<file path="src/rtl/bird_pkg.sv">
// Shared widths, default sprite geometry and colour key for the bird sprite pipeline.
package bird_pkg;

   localparam int unsigned SPR_W_DEF = 45;
   localparam int unsigned SPR_H_DEF = 45;
   localparam int unsigned PIX_W     = 16;
   localparam int unsigned CNT_W     = 10;
   localparam int unsigned ADDR_W    = 11;

   localparam logic [PIX_W-1:0] KEY_DEF = 16'hF81F;

   typedef logic [PIX_W-1:0]  rgb_t;
   typedef logic [CNT_W-1:0]  cnt_t;
   typedef logic [ADDR_W-1:0] addr_t;

   function automatic logic opaque(input rgb_t texel, input rgb_t key);
      return texel != key;
   endfunction

endpackage

</file>
<file path="src/rtl/pix_delay.sv">
// N-stage, W-bit shift register with synchronous active-high reset.
module pix_delay #(
   parameter int unsigned N = 3,
   parameter int unsigned W = 1
) (
   input  logic         clk,
   input  logic         rst,
   input  logic [W-1:0] din,
   output logic [W-1:0] dout
);

   logic [W-1:0] stage_q [N];

   always_ff @(posedge clk) begin
      if (rst) begin
         for (int unsigned i = 0; i < N; i++) begin
            stage_q[i] <= '0;
         end
      end else begin
         stage_q[0] <= din;
         for (int unsigned i = 1; i < N; i++) begin
            stage_q[i] <= stage_q[i-1];
         end
      end
   end

   assign dout = stage_q[N-1];

endmodule

</file>
<file path="src/rtl/bird_sprite_compositor.sv">
// Generates bird sprite ROM addresses from the scan position, keys the returned texel over
// the background stream and flags per-frame overlap of opaque bird pixels with pipes.
module bird_sprite_compositor
   import bird_pkg::*;
#(
   parameter int unsigned      SPR_W = SPR_W_DEF,
   parameter int unsigned      SPR_H = SPR_H_DEF,
   parameter logic [PIX_W-1:0] KEY   = KEY_DEF
) (
   input  logic              clka,
   input  logic              rsta,
   input  logic              in_de,
   input  logic              in_hs,
   input  logic              in_vs,
   input  logic [CNT_W-1:0]  in_hcnt,
   input  logic [CNT_W-1:0]  in_vcnt,
   input  logic [PIX_W-1:0]  in_rgb,
   input  logic              in_pipe,
   input  logic [CNT_W-1:0]  bird_x,
   input  logic [CNT_W-1:0]  bird_y,
   input  logic [1:0]        anim_sel,
   output logic [ADDR_W-1:0] rom_addr,
   output logic [1:0]        rom_sel,
   input  logic [PIX_W-1:0]  rom_data,
   output logic              out_de,
   output logic              out_hs,
   output logic              out_vs,
   output logic [PIX_W-1:0]  out_rgb,
   output logic              collide
);

   logic       vs_q, de_q;
   cnt_t       x_lat_q, y_lat_q;
   logic [1:0] sel_lat_q;
   addr_t      row_base_q;
   logic       lat_valid_q, hit_acc_q, collide_q;
   addr_t      rom_addr_q;
   rgb_t       out_rgb_q;

   cnt_t row_off, col_off;
   logic in_row, in_col, in_box;
   logic vs_rise, de_fall;
   logic box_d2, pipe_d2, texel_hit, hit_now;
   rgb_t rgb_d2;

   // Offsets wrap, so positions left of / above the sprite fail the range test.
   always_comb begin
      row_off = in_vcnt - y_lat_q;
      col_off = in_hcnt - x_lat_q;
      in_row  = row_off < cnt_t'(SPR_H);
      in_col  = col_off < cnt_t'(SPR_W);
      in_box  = lat_valid_q & in_de & in_row & in_col;
      vs_rise = in_vs & ~vs_q;
      de_fall = de_q & ~in_de;
   end

   pix_delay #(
      .N (3),
      .W (3)
   ) u_timing_dly (
      .clk  (clka),
      .rst  (rsta),
      .din  ({in_de, in_hs, in_vs}),
      .dout ({out_de, out_hs, out_vs})
   );

   pix_delay #(
      .N (2),
      .W (PIX_W)
   ) u_rgb_dly (
      .clk  (clka),
      .rst  (rsta),
      .din  (in_rgb),
      .dout (rgb_d2)
   );

   pix_delay #(
      .N (2),
      .W (2)
   ) u_flag_dly (
      .clk  (clka),
      .rst  (rsta),
      .din  ({in_box, in_pipe}),
      .dout ({box_d2, pipe_d2})
   );

   always_comb begin
      texel_hit = box_d2 & opaque(rom_data, KEY);
      hit_now   = texel_hit & pipe_d2;
   end

   always_ff @(posedge clka) begin
      if (rsta) begin
         vs_q        <= 1'b0;
         de_q        <= 1'b0;
         x_lat_q     <= '0;
         y_lat_q     <= '0;
         sel_lat_q   <= '0;
         row_base_q  <= '0;
         lat_valid_q <= 1'b0;
         hit_acc_q   <= 1'b0;
         collide_q   <= 1'b0;
         rom_addr_q  <= '0;
         out_rgb_q   <= '0;
      end else begin
         vs_q       <= in_vs;
         de_q       <= in_de;
         rom_addr_q <= in_box ? row_base_q + addr_t'(col_off[5:0]) : '0;
         out_rgb_q  <= texel_hit ? rom_data : rgb_d2;
         if (vs_rise) begin
            x_lat_q     <= bird_x;
            y_lat_q     <= bird_y;
            sel_lat_q   <= anim_sel;
            row_base_q  <= '0;
            lat_valid_q <= 1'b1;
            collide_q   <= hit_acc_q;
            // A hit landing on the latch cycle belongs to the new frame.
            hit_acc_q   <= hit_now;
         end else begin
            collide_q <= 1'b0;
            hit_acc_q <= hit_acc_q | hit_now;
            // Advance per line even when columns are clipped, keeping the stride exact.
            if (de_fall && in_row) begin
               row_base_q <= row_base_q + addr_t'(SPR_W);
            end
         end
      end
   end

   assign rom_addr = rom_addr_q;
   assign rom_sel  = sel_lat_q;
   assign out_rgb  = out_rgb_q;
   assign collide  = collide_q;

endmodule

</file>
<file path="config.mk">
export PLATFORM = sky130hd
export DESIGN_NAME = bird_sprite_compositor
export DESIGN_NICKNAME = d
export VERILOG_FILES = /design/src/rtl/bird_pkg.sv /design/src/rtl/pix_delay.sv /design/src/rtl/bird_sprite_compositor.sv
export SDC_FILE = /design/constraint.sdc
export NUM_CORES = 1
export LEC_CHECK = 0
export CAP_MARGIN = 20
export CORE_MARGIN = 3
export CORE_UTILIZATION = 36
export DETAILED_ROUTE_END_ITERATION = 10
export GPL_TIMING_DRIVEN = 1
export PLACE_DENSITY_LB_ADDON = 0.15
export SLEW_MARGIN = 10
export SYNTH_ARGS = -nofsm -noshare
export SYNTH_HDL_FRONTEND = slang
export SYNTH_SLANG_ARGS = --single-unit
</file>
<file path="constraint.sdc">
create_clock -name clka -period 4.1 [get_ports clka]
set_input_delay 0.82 -clock clka [delete_from_list [all_inputs] [get_ports clka]]
set_output_delay 0.82 -clock clka [all_outputs]
set_load 0.02 [all_outputs]
</file>
==> results.ini <==
[routing]
vias_per_cell = 4.72
drc_errors = 0
ant_nets = 0
drt-total-wl_um = 10400
drt-initial-drc-count = 186
route.vias.total = 3660
dr.pass1.iters = 4
wl_per_cell_um = 13.4

[grt]
grt_remaining_overflow = 0
grt_start_max_net_pins = 43
grt_first_pass_wirelength_um = 17000
grt_pass1_vias = 3542
grt.total_usage = 0.149
antenna_found_initial = 1

[clock_network]
htreeDepth = 3
holdBufCountCts = 0
clk_latency_ns = 0.35
cts-resized-gates = 0
cts_root_buf = clkbuf_16
cts.path.max_buffers = 2
cts_buffers = 9
clkSinkCount = 108
post_cts_buffers = 0
cts_tree = done
clk_pin_slew_ns = 0.07

[yosys]
yosysTopAreaCell = dfxtp_1
synth-seq-area-share = 0.467
yosysMostFrequentCell = dfxtp_1
synth_area_sq_um = 4630
ys_ff_latch = 108
syn_area_per_cell_sq_um = 9.44
synthTopCellsByArea = dfxtp_1 47%, nor2b_1 7.2%, ha_1 6.7%
synth_cell_types = 59
synth-edff-count = 0
synth_ff_type = dfxtp_1
synth_top_area_share = 0.467
ys_warn_count = 0
async_flop_share = 0
synth_common_cells = 108 x dfxtp_1, 53 x nor2b_1, 43 x nor2_1
syn_nets = 599
synth_cells = 491

[floorplanning]
die-area_sq_um = 14300
die_x_um = 119
coreArea_sq_um = 12300
initial_core_util = 0.376
die_h_um = 119
rows = 40
num_io_pins = 113

[sta]
timing.hold.ws_ns = 0.438
clock_skew_ns = 0.00625
hold_violations = 0
setup_tns_ns = 0
max_freq_mhz = 289
rsz0062_at_grt = no
layout_min_cycle_time_ns = 3.46
fin_ws_ns = 0.637
worst_pin_slew_ns = 1.05
drv_slew = 0
max_slew_margin = 0.300
fin_crit_sh = 0.845
setup_viol = 0

[cells_and_area]
diodes = 0
drive_gt1_frac = 0.0511
area_growth_pct = 33.8
final_core_util = 0.504
num-nets-final = 710

[placement]
gp_congestion = 0.823
dp_hpwl_um = 7900
place_ws_ns = 0.268
portBuffers = 112

[power]
p_clk_frac = 0.361
p_leak_uw = 0.00252
ir_drop_mv = 0.178
p_comb_frac = 0.154
switching_share = 0.249
p_switching_uw = 563
seqPwrFrac = 0.485
p_int_uw = 1700
p_per_area_nw_per_um2 = 365

[critical_path]
path_class = input pin to register
worstPathArrival_ns = 3.66
critPathLaunchType = input pin
required_ns = 4.30
crit_path_end_kind = register
cp_max_fo = 3

[flow_run]
maxCapViolations = 0

[min_path]
hold_class = register to register

[status]
status = complete, no violations

## state kept, by name, summed over array words and instances (netlist names)
register	cells
u_rgb_dly.stage_q	32
row_base_q	11
rom_sel	2
collide	1
rom_addr	11
out_rgb	16
hit_acc_q	1
x_lat_q	10
u_flag_dly.stage_q	4
y_lat_q	10
lat_valid_q	1
u_timing_dly.stage_q	9
## worst max-delay path: stages
cell and delay [ns]:
clkdlybuf4s50_1 0.45, inv_1 0.04, ha_1 0.21, fa_1 0.51
inv_1 0.08, fa_1 0.44, a21o_1 0.18, a21o_1 0.19
a21o_1 0.17, a21oi_1 0.26, nor2_1 0.10, xnor2_1 0.14
nor2_1 0.06
## stage by stage
| step | instance area (sq um) | instances | total power (uW) |
|---|---|---|---|
| 3_3_place_gp | 5920 | 759 | 1460 |
| 6_report | 6200 | 775 | 2260 |
| 3_5_place_dp | 5920 | 759 | 1470 |
| 4_1_cts | 6200 | 775 | 2290 |
| 2_1_floorplan | 4630 | 491 | 1330 |
| 5_1_grt | 6200 | 775 | 2380 |
## power groups by stage
| stage | clock network [uW] | logic [uW] | registers [uW] |
|---|---|---|---|
| after global placement | 0 | 343 | 1120 |
| final | 816 | 348 | 1100 |
| after floorplan | 0 | 203 | 1130 |
| after detailed placement | 0 | 349 | 1120 |
| after CTS | 841 | 352 | 1100 |
| after global routing | 888 | 387 | 1100 |
## layout make-up
cell class	instances	area, sq um
timing repair buffer	116	1150
tap	168	210
inverter	42	158
clock inverter	4	32.5
clock buffer	12	246
sequential	108	2160
fill	1219	6110
multi-input combinational	325	2240
## routing by layer
layer	wire length (um)	global-route usage	vias up
met5	12	0	-
met2	5010	0.247	72
met1	4690	0.185	1688
met4	213	0.0573	2
li1	-	-	1877
met3	441	0.0399	21
## placed cells by master, fill, tap and decap left out, types with 4 or more instances in the layout
cell,instances
clkdlybuf4s50_1,111
dfxtp_1,108
nor2b_1,53
nor2_1,43
inv_1,42
nand2_1,32
ha_1,25
o21ai_0,22
a21oi_1,22
xnor2_1,17
mux2i_1,12
a21o_1,10
clkbuf_16,9
nand3_1,8
a22o_1,6
nor3_1,6
nand2b_1,5
nor4_1,5
buf_4,4
## cell families after synthesis
group                      share of synthesized area
and+or+nand+nor                                0.197
AOI/OAI and AO/OA                              0.140
xor gates and xnor gates                      0.0413
DFF                                            0.467
buffers and inverters                         0.0491
muxes                                         0.0259
adders and majority gates                     0.0805
## final timing paths
| path | from | endpoint | slack [ns] | depth (start not counted) |
|---|---|---|---|---|
| min | u_rgb_dly.stage_q[0][5]$_SDFF_PP0_ | u_rgb_dly.stage_q[0][21]$_SDFF_PP0_ | 0.44 | 1 |
| max | in_hcnt[0] | rom_addr[10]$_SDFF_PP0_ | 0.64 | 13 |
| max reg2reg | y_lat_q[0]$_SDFFE_PP0P_ | rom_addr[3]$_SDFF_PP0_ | 1.21 | 11 |
| min reg2reg | u_rgb_dly.stage_q[0][5]$_SDFF_PP0_ | u_rgb_dly.stage_q[0][21]$_SDFF_PP0_ | 0.44 | 1 |
Power figures use the tool's default switching activity.
